===== src/rtl/mc_ctrl_pkg.sv =====
// Shared encodings for the multi-cycle MIPS controller: datapath select
// codes, FSM state codes and the decoded-instruction bundle.
package mc_ctrl_pkg;

  localparam logic [3:0] ALU_NOP  = 4'd0;
  localparam logic [3:0] ALU_ADD  = 4'd1;
  localparam logic [3:0] ALU_SUB  = 4'd2;
  localparam logic [3:0] ALU_AND  = 4'd3;
  localparam logic [3:0] ALU_OR   = 4'd4;
  localparam logic [3:0] ALU_XOR  = 4'd5;
  localparam logic [3:0] ALU_NOR  = 4'd6;
  localparam logic [3:0] ALU_SLT  = 4'd7;
  localparam logic [3:0] ALU_SLTU = 4'd8;
  localparam logic [3:0] ALU_SLL  = 4'd9;
  localparam logic [3:0] ALU_SRL  = 4'd10;
  localparam logic [3:0] ALU_SRA  = 4'd11;
  localparam logic [3:0] ALU_SLLV = 4'd12;
  localparam logic [3:0] ALU_LUI  = 4'd13;

  localparam logic [3:0] NPC_PLUS4  = 4'd0;
  localparam logic [3:0] NPC_BRANCH = 4'd1;
  localparam logic [3:0] NPC_JUMP   = 4'd2;
  localparam logic [3:0] NPC_JR     = 4'd3;
  localparam logic [3:0] NPC_JALR   = 4'd4;

  localparam logic [1:0] GPRSel_RD = 2'b00;
  localparam logic [1:0] GPRSel_RT = 2'b01;
  localparam logic [1:0] GPRSel_31 = 2'b10;

  localparam logic [1:0] WDSel_ALU = 2'b00;
  localparam logic [1:0] WDSel_MEM = 2'b01;
  localparam logic [1:0] WDSel_PC  = 2'b10;

  typedef enum logic [3:0] {
    S_RESET  = 4'd0,
    S_FETCH  = 4'd1,
    S_DECODE = 4'd2,
    S_EXEC   = 4'd3,
    S_MEMRD  = 4'd4,
    S_MEMWR  = 4'd5,
    S_WB     = 4'd6,
    S_BRANCH = 4'd7,
    S_JUMP   = 4'd8
  } state_e;

  typedef enum logic [3:0] {
    CL_NONE = 4'd0,
    CL_R    = 4'd1,
    CL_I    = 4'd2,
    CL_LW   = 4'd3,
    CL_SW   = 4'd4,
    CL_BEQ  = 4'd5,
    CL_BNE  = 4'd6,
    CL_J    = 4'd7,
    CL_JAL  = 4'd8,
    CL_JR   = 4'd9,
    CL_JALR = 4'd10,
    CL_ILL  = 4'd11
  } cls_e;

  typedef struct packed {
    cls_e       cls;
    logic [3:0] alu_op;
    logic       alu_src;
    logic       ext_op;
    logic [1:0] gpr_sel;
    logic [1:0] wd_sel;
  } dec_t;

endpackage


===== src/rtl/mc_decode.sv =====
// Combinational Op/Funct decode into instruction class and
// per-instruction datapath fields; registered by mc_ctrl in DECODE.
module mc_decode
  import mc_ctrl_pkg::*;
(
  input  logic [5:0] op,
  input  logic [5:0] funct,
  output dec_t       dec
);

  always_comb begin
    dec     = '0;
    dec.cls = CL_ILL;
    unique case (op)
      6'h00: begin
        dec.cls     = CL_R;
        dec.gpr_sel = GPRSel_RD;
        dec.wd_sel  = WDSel_ALU;
        unique case (funct)
          6'h20, 6'h21: dec.alu_op = ALU_ADD;
          6'h22, 6'h23: dec.alu_op = ALU_SUB;
          6'h24: dec.alu_op = ALU_AND;
          6'h25: dec.alu_op = ALU_OR;
          6'h26: dec.alu_op = ALU_XOR;
          6'h27: dec.alu_op = ALU_NOR;
          6'h2A: dec.alu_op = ALU_SLT;
          6'h2B: dec.alu_op = ALU_SLTU;
          6'h00: dec.alu_op = ALU_SLL;
          6'h02: dec.alu_op = ALU_SRL;
          6'h03: dec.alu_op = ALU_SRA;
          6'h04: dec.alu_op = ALU_SLLV;
          6'h08: dec.cls = CL_JR;
          6'h09: begin
            dec.cls    = CL_JALR;
            dec.wd_sel = WDSel_PC;
          end
          default: dec.cls = CL_ILL;
        endcase
      end
      6'h08, 6'h0A: begin
        dec.cls     = CL_I;
        dec.alu_op  = (op == 6'h08) ? ALU_ADD : ALU_SLT;
        dec.alu_src = 1'b1;
        dec.ext_op  = 1'b1;
        dec.gpr_sel = GPRSel_RT;
      end
      6'h0C, 6'h0D, 6'h0F: begin
        dec.cls     = CL_I;
        dec.alu_op  = (op == 6'h0C) ? ALU_AND :
                      (op == 6'h0D) ? ALU_OR : ALU_LUI;
        dec.alu_src = 1'b1;
        dec.gpr_sel = GPRSel_RT;
      end
      6'h23, 6'h2B: begin
        dec.cls     = (op == 6'h23) ? CL_LW : CL_SW;
        dec.alu_op  = ALU_ADD;
        dec.alu_src = 1'b1;
        dec.ext_op  = 1'b1;
        dec.gpr_sel = GPRSel_RT;
        dec.wd_sel  = WDSel_MEM;
      end
      6'h04: dec.cls = CL_BEQ;
      6'h05: dec.cls = CL_BNE;
      6'h02: dec.cls = CL_J;
      6'h03: begin
        dec.cls     = CL_JAL;
        dec.gpr_sel = GPRSel_31;
        dec.wd_sel  = WDSel_PC;
      end
      default: dec.cls = CL_ILL;
    endcase
  end

endmodule


===== src/rtl/mc_ctrl.sv =====
// Multi-cycle sequencing FSM: fetch/decode/execute/memory/writeback with
// a req/ack memory handshake and a wait-state watchdog.
module mc_ctrl
  import mc_ctrl_pkg::*;
#(
  parameter int unsigned WAIT_MAX = 16
) (
  input  logic       clk,
  input  logic       rstn,
  input  logic [5:0] Op,
  input  logic [5:0] Funct,
  input  logic       Zero,
  input  logic       mem_ack,
  output logic       mem_req,
  output logic       mem_we,
  output logic       IorD,
  output logic       IRWrite,
  output logic       PCWrite,
  output logic       RegWrite,
  output logic       ALUSrc,
  output logic       EXTOp,
  output logic [3:0] ALUOp,
  output logic [3:0] NPCOp,
  output logic [1:0] GPRSel,
  output logic [1:0] WDSel,
  output logic       illegal,
  output logic       bus_err,
  output logic [3:0] state
);

  localparam int CW = $clog2(WAIT_MAX);
  localparam logic [CW-1:0] CNT_LAST = CW'(WAIT_MAX - 1);

  state_e        state_q, state_d;
  dec_t          dec_q, dec_d, dec_w;
  logic [CW-1:0] cnt_q, cnt_d;
  logic          gap_q, gap_d;
  logic          ill_q, ill_d;
  logic          berr_q, berr_d;
  logic          req_ok, timeout;

  mc_decode u_dec (
    .op    (Op),
    .funct (Funct),
    .dec   (dec_w)
  );

  // gap_q forces one idle request cycle after a watchdog abort
  assign req_ok  = (state_q == S_FETCH || state_q == S_MEMRD ||
                    state_q == S_MEMWR) && !gap_q;
  assign timeout = req_ok && !mem_ack && (cnt_q == CNT_LAST);

  always_comb begin
    state_d  = state_q;
    dec_d    = dec_q;
    gap_d    = 1'b0;
    ill_d    = ill_q;
    berr_d   = berr_q;
    cnt_d    = (req_ok && !mem_ack && !timeout) ? cnt_q + 1'b1 : '0;
    mem_req  = req_ok;
    mem_we   = 1'b0;
    IorD     = 1'b0;
    IRWrite  = 1'b0;
    PCWrite  = 1'b0;
    RegWrite = 1'b0;
    ALUSrc   = 1'b0;
    EXTOp    = 1'b0;
    ALUOp    = ALU_NOP;
    NPCOp    = NPC_PLUS4;
    GPRSel   = GPRSel_RD;
    WDSel    = WDSel_ALU;
    unique case (state_q)
      S_RESET: state_d = S_FETCH;
      S_FETCH: begin
        if (req_ok && mem_ack) begin
          IRWrite = 1'b1;
          state_d = S_DECODE;
        end else if (timeout) begin
          berr_d = 1'b1;
          gap_d  = 1'b1;
        end
      end
      S_DECODE: begin
        dec_d = dec_w;
        unique case (dec_w.cls)
          CL_ILL: begin
            PCWrite = 1'b1;
            ill_d   = 1'b1;
            state_d = S_FETCH;
          end
          CL_BEQ, CL_BNE: state_d = S_BRANCH;
          CL_J, CL_JAL, CL_JR, CL_JALR: state_d = S_JUMP;
          default: state_d = S_EXEC;
        endcase
      end
      S_EXEC: begin
        ALUOp   = dec_q.alu_op;
        ALUSrc  = dec_q.alu_src;
        EXTOp   = dec_q.ext_op;
        state_d = (dec_q.cls == CL_LW) ? S_MEMRD :
                  (dec_q.cls == CL_SW) ? S_MEMWR : S_WB;
      end
      S_MEMRD, S_MEMWR: begin
        IorD   = 1'b1;
        mem_we = req_ok && (state_q == S_MEMWR);
        if (req_ok && mem_ack) begin
          PCWrite = (state_q == S_MEMWR);
          state_d = (state_q == S_MEMWR) ? S_FETCH : S_WB;
        end else if (timeout) begin
          PCWrite = 1'b1;
          berr_d  = 1'b1;
          gap_d   = 1'b1;
          state_d = S_FETCH;
        end
      end
      S_WB: begin
        ALUOp    = dec_q.alu_op;
        ALUSrc   = dec_q.alu_src;
        EXTOp    = dec_q.ext_op;
        RegWrite = 1'b1;
        PCWrite  = 1'b1;
        GPRSel   = dec_q.gpr_sel;
        WDSel    = dec_q.wd_sel;
        state_d  = S_FETCH;
      end
      S_BRANCH: begin
        ALUOp   = ALU_SUB;
        EXTOp   = 1'b1;
        PCWrite = 1'b1;
        if ((dec_q.cls == CL_BEQ && Zero) ||
            (dec_q.cls == CL_BNE && !Zero))
          NPCOp = NPC_BRANCH;
        state_d = S_FETCH;
      end
      S_JUMP: begin
        PCWrite = 1'b1;
        unique case (dec_q.cls)
          CL_JR:   NPCOp = NPC_JR;
          CL_JALR: NPCOp = NPC_JALR;
          default: NPCOp = NPC_JUMP;
        endcase
        RegWrite = (dec_q.cls == CL_JAL) || (dec_q.cls == CL_JALR);
        GPRSel   = dec_q.gpr_sel;
        WDSel    = dec_q.wd_sel;
        state_d  = S_FETCH;
      end
      default: state_d = S_RESET;
    endcase
  end

  always_ff @(posedge clk or negedge rstn) begin
    if (!rstn) begin
      state_q <= S_RESET;
      dec_q   <= '0;
      cnt_q   <= '0;
      gap_q   <= 1'b0;
      ill_q   <= 1'b0;
      berr_q  <= 1'b0;
    end else begin
      state_q <= state_d;
      dec_q   <= dec_d;
      cnt_q   <= cnt_d;
      gap_q   <= gap_d;
      ill_q   <= ill_d;
      berr_q  <= berr_d;
    end
  end

  assign illegal = ill_q;
  assign bus_err = berr_q;
  assign state   = state_q;

endmodule


===== config.mk =====
export PLATFORM = sky130hd
export DESIGN_NAME = mc_ctrl
export DESIGN_NICKNAME = d
export VERILOG_FILES = /design/src/rtl/mc_ctrl_pkg.sv /design/src/rtl/mc_decode.sv /design/src/rtl/mc_ctrl.sv
export SDC_FILE = /design/constraint.sdc
export NUM_CORES = 1
export LEC_CHECK = 0
export ABC_AREA = 1
export BUFFER_PORTS_ARGS = -buffer_cell sky130_fd_sc_hd__buf_2
export CORE_MARGIN = 4
export CORE_UTILIZATION = 42
export CTS_CLUSTER_DIAMETER = 100
export DETAILED_ROUTE_END_ITERATION = 10
export HOLD_SLACK_MARGIN = 0.08
export PLACE_DENSITY_LB_ADDON = 0.15
export SLEW_MARGIN = 10
export SYNTH_ARGS = -nofsm -noshare
export SYNTH_HDL_FRONTEND = slang
export SYNTH_SLANG_ARGS = --single-unit

===== constraint.sdc =====
create_clock -name clk -period 3.3 [get_ports clk]
set_clock_uncertainty 0.1 [all_clocks]
set_input_delay 0.165 -clock clk [delete_from_list [all_inputs] [get_ports clk]]
set_output_delay 0.165 -clock clk [all_outputs]
set_load 0.05 [all_outputs]

Word-level counts from Yosys, hierarchy flattened
Cells that the tools add are included.
- input bits: 16
- output and inout port bits: 26
- register bits after elaboration: 25
- $add $sub $neg: 1
- reductions and logical operators: 39
- mux-type cells: 41
- bitwise gates (word level): 1
- equality and inequality tests: 51
- operator list (cell ; count):
    $eq A6 B6 Y1 const B ; 12
    $pmux W4 S12 ; 1
    $eq A6 B4 Y1 const B ; 7
    $eq A4 B3 Y1 const B ; 10
    $eq A4 B4 Y1 const B ; 9
    $pmux W4 S7 ; 1
    $eq A6 B2 Y1 const B ; 4
    $mux W4 ; 6
    $pmux W4 S3 ; 2
    $pmux W4 S5 ; 1
    $eq A6 B3 Y1 const B ; 3
    $pmux W4 S4 ; 1
    $reduce_or A2 Y1 ; 8
    $reduce_or A14 Y1 ; 1
    $mux W1 ; 13
    $eq A4 B2 Y1 const B ; 3
    $logic_not A6 Y1 ; 2
    $pmux W3 S2 ; 2
    $reduce_or A4 Y1 ; 3
    $mux W2 ; 5
    $mux W3 ; 3
    $reduce_or A3 Y1 ; 3
    $logic_and A1 B1 Y1 ; 8
    $pmux W4 S2 ; 1
    16 further kinds ; 24

Depth between registers and ports, before layout
Gate-level depths: netlist of run 1.
- depth after elaboration: 9
- mapped depth: 15
- depth with buffers taken out: 15

By module
From an unflattened synthesis of run 1, not the netlist that was laid out.
- cell total of the unflattened synthesis: 299
- area total of the unflattened synthesis: 1894.3 µm²
- modules (own cells, without submodules) (module ; seq. area each (µm²) ; cells each ; instances ; area an instance (µm²)):
    mc_ctrl ; 625.6 ; 194 ; 1 ; 1396.3
    mc_decode ; 0.0 ; 105 ; 1 ; 498.0

Worst setup path after synthesis of run 1
OpenSTA, ideal clock, no wires.
- kind: register to output
- start: reg state_q[0], in the netlist state[0]
- end: out NPCOp[2]
- stages on the path, launching flop included: 6
- setup slack: 367 ps
- data required time: 3035 ps
- arrival time: 2668 ps
- path buffers: 0
- path through: dfrtp_1 inv_1 nand2_1 nor3_1 inv_1 nor4_1
- longest elaborated chain between the ends: 2
- ends and longest elaborated chain (element ; line ; source):
    start: declaration ; mc_ctrl.sv:34 ; state_e state_q, state_d;
    start signal: assignment ; mc_ctrl.sv:160 ; state_q <= state_d;
    $eq A4 B4 Y1 or $eq A4 B3 Y1 (tied branches) ; mc_ctrl.sv:72 ; unique case (state_q)
    $pmux W3 S2 (*) ; mc_ctrl.sv:72 ;
    end: declaration ; mc_ctrl.sv:23 ; output logic [3:0] NPCOp,
Mark *: on every way between the ends. The rest lies on a longest branch, timed or not.

Worst setup path in the final report of run 1
- start: reg state_q[0], in the netlist state[0]
- end: out PCWrite
- longest elaborated chain between the ends: 9
- ends and longest elaborated chain (element ; line ; source):
    $eq A4 B1 Y1 or $eq A4 B3 Y1 (tied branches) ; mc_ctrl.sv:49, mc_ctrl.sv:72 ;
    $logic_or A1 B1 Y1 (2 in a row) ; mc_ctrl.sv:49 ; assign req_ok = (state_q == S_FETCH || state_q == S_MEMRD ||
    $logic_and A1 B1 Y1 ; mc_ctrl.sv:50 ; state_q == S_MEMWR) && !gap_q;
    $logic_and A1 B1 Y1 (2 in a row) ; mc_ctrl.sv:51 ; assign timeout = req_ok && !mem_ack && (cnt_q == CNT_LAST);
    $mux W1 ; mc_ctrl.sv:109 ; end else if (timeout) begin
    $mux W1 ; mc_ctrl.sv:106 ; if (req_ok && mem_ack) begin
    $pmux W1 S3 (*) ; mc_ctrl.sv:72 ;
    end: declaration ; mc_ctrl.sv:18 ; output logic PCWrite,
Marked as above.

==> reports/qor.yml, run 1 <==
status: "finished, final reports clean"
final-setup-viol-count: 0
clockBufferDepth: 2
yosysWarnings: 0
ir_worst_vdd_mv: 0.244
antenna_found_initial: 0
clk-insertion-delay-late_ns: 0.27
rsz0062_at_grt: "false"
yosysUniqueCellTypes: 39
synth_nets: 298
synthCells: 281
crit_required_ns: 3.03
grt_pass1_vias: 1647
ys_ff_latch: 25
hold_path_end: "cnt_q[1]"
worst_pin_slew_ns: 0.588
dieWidth_um: 75.4
start_kind: "flop"
p_leak_nw: 1.21
async_flop_share: 1.00
reg2reg_slack_ns: 1.07
dieArea_um2: 5680
final_area_um2: 2220
via_count: 1875
synth_area_leader_cell: "dfrtp_1"
pin_count: 42
numCtsBuffers: 3
syn-cell-area_um2: 1910
drive_above_1_share: 0.241
hpwl_mm: 3.67
max_slew_margin: 0.603
antenna_cells: 0
finalCritPeriodShare: 0.704
syn_area_per_cell_um2: 6.79
cts_sinks: 25
remaining_drc_errors: 0
layout.nets: 342
fin_crit_ns: 2.32
fin_cells: 376
first_iter_violations: 84
dpl_cell_area_um2: 2160
core_area_um2: 4380
cts-root-buf: "clkbuf_8"
initial_core_util: 0.435
die_h_um: 75.4
grt_remaining_overflow: 0
min_from: "mem_ack"
r2r_end: "state[1]"
synthTopCellsByCount: "48 x inv_1, 45 x nand2_1, 37 x nor2_1"
grt_pass1_wl_mm: 7.37
crit_type: "flop to output pin"
pre_cts_ws_ns: 1.11
grt_start_max_net_pins: 26
hold_path.class: "input pin to flop"
vias_per_cell: 4.99
synthFlopType: "dfrtp_1"
cts_max_level: 1
crit_fanout: 8
synth_edf_count: 0
hold_viol_final: 0
fp-row-count: 24
clk_pin_slew_ns: 0.09
place_congestion: 0.851
first_pass_iters: 4
yosys-top-cells-area: "dfrtp_1 33%, inv_1 9.4%, nand2_1 8.9%"
clock.fmax_mhz: 431
ant_nets: 0
cts_tree: "yes"
setup_ws_ns: 0.978
wl_mm: 4.45
slew_viol_final: 0
grt_usage: 0.165
hold_depth: 4
placed_cells: 371
yosysSeqAreaShare: 0.328
r2r_cells: 10
utilization: 0.505
timing.setup.tns_ns: 0
r2r-start: "state[2]"
yosys.area.top_type_share: 0.328
holdWs_ns: 0.137
max_cap_viol_count: 0
critical_path_arrival_ns: 2.06
cp-end-kind: "output pin"
powerDensity_nw_per_um2: 649
p_total_mw: 1.44
yosysMostFrequentCell: "inv_1"
io_buffers: 40
area_growth_pct: 16.2
wl_per_cell_um: 11.8
-- placed cells by master, fill, tap and decap left out, types with 4 or more instances in the layout --
| cell type | n |
|---|---|
| dfrtp_1 | 25 |
| inv_2 | 4 |
| nand4_1 | 7 |
| nand3_1 | 31 |
| buf_2 | 40 |
| nor2_2 | 7 |
| nand3_2 | 6 |
| nand2_2 | 5 |
| o21ai_0 | 17 |
| inv_1 | 48 |
| a21oi_1 | 8 |
| nor3_1 | 7 |
| nor2_1 | 37 |
| nand2_1 | 45 |
-- cell families after synthesis --
family / synth area share
other: 0.00197
adders and majority gates: 0.00656
buffers and inverters: 0.114
DFF: 0.328
xor gates and xnor gates: 0.00919
and+or+nand+nor: 0.407
AOI/OAI and AO/OA: 0.133
-- how the worst max path moves through the flow --
stage / from / end / slack (ns) / depth (start not counted)
global route: state[2] / PCWrite / 0.82 / 8
detailed placement: state[2] / state[1] / 1.11 / 10
global placement: state[2] / state[1] / 1.21 / 10
floorplan: state[0] / NPCOp[2] / 0.37 / 5
finish: state[0] / PCWrite / 0.98 / 8
CTS: state[0] / PCWrite / 0.97 / 8
-- state kept, by name, summed over array words and instances (netlist names) --
name,flops
dec_q,14
cnt_q,4
state,4
bus_err,1
gap_q,1
illegal,1
-- power breakdown --
group	switching (mW)	leakage (nW)	total (mW)	internal, mW
clock	0.0975	0.0228	0.184	0.0865
combinational	0.567	0.862	0.779	0.212
sequential	0.0664	0.324	0.475	0.409
total	0.731	1.21	1.44	0.708
-- area by class of cell --
class                   instances  area [um^2]
well taps                      52         65.1
multi-input cells             200         1060
flip-flops and latches         25          626
inverters                      53          199
clock buffers                   4         45.0
repair buffers                 42          218
fillers                       471         2170
-- repair_timing --
| action | CTS | global route |
|---|---|---|
| setup buffers | 0 | 0 |
| hold buffers | 1 | 0 |
| gates resized for setup | 0 | 0 |
| hold endpoints to repair | 25 | 0 |
-- worst max-delay path: stages, from the launching register on --
cell and delay (ns):
dfrtp_1 0.47, inv_1 0.12, nand2_1 0.08, nor3_1 0.34, nor2_1 0.21, nand2_1 0.12
a21oi_1 0.05, o211ai_1 0.10, buf_2 0.29
-- routing by layer --
layer,up-vias,share of wire,track usage,routed length [um]
li1,1001,-,-,-
met1,832,0.50,0.244,2230
met2,37,0.44,0.252,1980
met3,5,0.041,0.0198,181
met4,0,0.013,0.0466,57
met5,-,0,0,0
Note: power is estimated with default switching activity, not from simulation.
==> run 2, diff against run 1 <==
==> constraint.sdc (replaced) <==
create_clock -name clk -period 2.1 [get_ports clk]
set_clock_uncertainty 0.1 [all_clocks]
set_input_delay 0.105 -clock clk [delete_from_list [all_inputs] [get_ports clk]]
set_output_delay 0.105 -clock clk [all_outputs]
set_load 0.05 [all_outputs]
==> run 2 against run 1 <==
Against the previous run:
- combinational power rose by 71%
- die area unchanged
- via count grew 3.7%
- final cell count up 1.1%
- register-to-register slack lost 0.88 ns
- critical path depth is 2 higher
- sequential share of layout area decreased by 0.92 points
- worst hold slack got worse by 0.061 ns
- critical endpoint unchanged
- highest routed layer unchanged
- wire length grew 4.0%
- design area is 4.2% higher
- sequential power up 60%
==> reports/qor.yml, run 2 (same netlist as run 1, synthesis figures left out) <==
dieArea_um2: 5680  # unchanged
wl_per_cell_um: 12.2  # +2.9%
critical_path_arrival_ns: 1.82  # -0.24 ns
r2r_end: "state[0]"
hold_viol_final: 0  # unchanged
grt_pass1_vias: 1857  # +13%
hold_path.class: "input pin to flop"
grt_usage: 0.181  # +0.0158
numCtsBuffers: 3  # unchanged
status: "finished, final reports clean"
clockBufferDepth: 2  # unchanged
ant_nets: 0  # unchanged
grt_pass1_wl_mm: 8.09  # +9.8%
placed_cells: 374  # +0.81%
place_congestion: 0.821  # -3.6%
min_from: "mem_ack"
cp-end-kind: "output pin"
die_h_um: 75.4  # unchanged
fin_crit_ns: 2.03
grt_remaining_overflow: 0  # unchanged
layout.nets: 346  # +1.2%
p_leak_nw: 1.22  # +0.78%
largest_reg_flops: 14  # unchanged
finalCritPeriodShare: 0.964
antenna_found_initial: 0  # unchanged
slew_viol_final: 0  # unchanged
regMostFlops: "dec_q"
antenna_cells: 0  # unchanged
initial_core_util: 0.435  # unchanged
pin_count: 42  # unchanged
clock.fmax_mhz: 494
vias_per_cell: 5.12  # +2.6%
ir_worst_vdd_mv: 0.363  # +49%
clk-insertion-delay-late_ns: 0.27  # about the same
multi_input_area_um2: 1100  # +3.5%
r2r-start: "state[2]"
cts-root-buf: "clkbuf_8"
fin_cells: 380  # +1.1%
crit_type: "flop to output pin"
crit_required_ns: 1.89  # -1.14 ns
cts_max_level: 1  # unchanged
reg2reg_slack_ns: 0.19  # -0.88 ns
wl_mm: 4.63  # +4.0%
drive_above_1_share: 0.293  # +0.0519
via_count: 1945  # +3.7%
seq_area_um2: 631  # +0.80%
worst_pin_slew_ns: 0.603  # +0.0150 ns
remaining_drc_errors: 0  # unchanged
nFillCells: 471  # unchanged
io_buffers: 40  # unchanged
powerDensity_nw_per_um2: 1030  # +58%
clk_pin_slew_ns: 0.09  # about the same
r2r_cells: 13  # +3
cts_sinks: 25  # unchanged
crit_fanout: 4  # -4
timing.setup.tns_ns: 0  # unchanged
max_cap_viol_count: 0  # unchanged
most-common-layout-cells: "44 x inv_1, 44 x nand2_1, 36 x nor2_1"
hold_depth: 4  # unchanged
grt_start_max_net_pins: 26  # unchanged
final-setup-viol-count: 0  # unchanged
first_pass_iters: 4  # unchanged
hpwl_mm: 3.74  # +2.0%
core_area_um2: 4380  # unchanged
dieWidth_um: 75.4  # unchanged
fp-row-count: 24  # unchanged
hold_path_end: "cnt_q[3]"
startpoint: "state[3]"
rsz0062_at_grt: "true"
start_kind: "flop"
max_slew_margin: 0.596  # -0.00690
area_growth_pct: 21.1
first_iter_violations: 53  # -37%
cts_tree: "yes"
run 2: cell types whose count changed in the layout (fill, tap and decap cells not counted), moves of 2 or more:
cell and change:
buf_2 -5, buf_4 +5, clkbuf_4 +4, dfrtp_1 -4, dfrtp_2 +4, inv_1 -4, inv_2 +2, o21ai_0 -2
o21ai_1 +2
run 2: timing repair:
action                                 CTS  global route
buffers inserted                         1             0
endpoints found under the hold margin   25             0
setup endpoints to repair                1            14
resized for setup                        4             6
hold buffers                             1             0
pin swaps                                0             1
run 2: power by group:
group / switching (mW) / leakage, nW / internal, mW
Clock: 0.152 / 0.0255 / 0.133
Sequential: 0.114 / 0.319 / 0.648
Combinational: 0.948 / 0.875 / 0.381
Total: 1.21 / 1.22 / 1.16
run 2: worst max-delay path by stage:
stage,endpoint,slack [ns],cells after the start
CTS,PCWrite,0.03,10
finish,PCWrite,0.07,10
floorplan,PCWrite,-0.30,9
global placement,PCWrite,0.23,8
detailed placement,PCWrite,0.14,8
global route,GPRSel[1],-0.08,7
run 2: layer usage:
layer  wire length (um)  vias up  track usage  part of all wire
met4                 75        0       0.0583             0.016
met2               2160       42        0.291              0.47
li1                   -     1007            -                 -
met5                  0        -            0                 0
met1               2210      890        0.256              0.48
met3                185        6       0.0172             0.040
run 2: final cells by class:
| class | instances | share of cell area |
|---|---|---|
| well taps | 52 | 0.0282 |
| clock inverters | 1 | 0.00217 |
| inverters | 53 | 0.0889 |
| multi-input cells | 200 | 0.477 |
| clock buffers | 3 | 0.0179 |
| repair buffers | 46 | 0.113 |
| flip-flops and latches | 25 | 0.273 |
run 2: per-stage QoR:
stage | area (um^2) | hold WS (ns) | power, mW | worst slack (ns) | utilization
2_1_floorplan | 1940 | -0.291 | 1.76 | -0.300 | -
3_3_place_gp | 2220 | 0.0276 | 2.05 | 0.229 | 0.506
3_5_place_dp | 2220 | 0.0285 | 2.06 | 0.145 | 0.506
4_1_cts | 2290 | 0.0801 | 2.37 | 0.0307 | 0.523
5_1_grt | 2310 | 0.0974 | 2.58 | -0.0832 | 0.527
6_report | 2310 | 0.0758 | 2.37 | 0.0747 | 0.527
run 2: critical path, stage by stage (launching register included):
cell	delay, ns
dfrtp_2	0.44
inv_2	0.07
nand2_2	0.07
inv_2	0.07
nand2_4	0.06
clkinvlp_4	0.11
o21ai_4	0.08
nor2_2	0.13
nand4_1	0.13
o211ai_1	0.18
buf_4	0.22
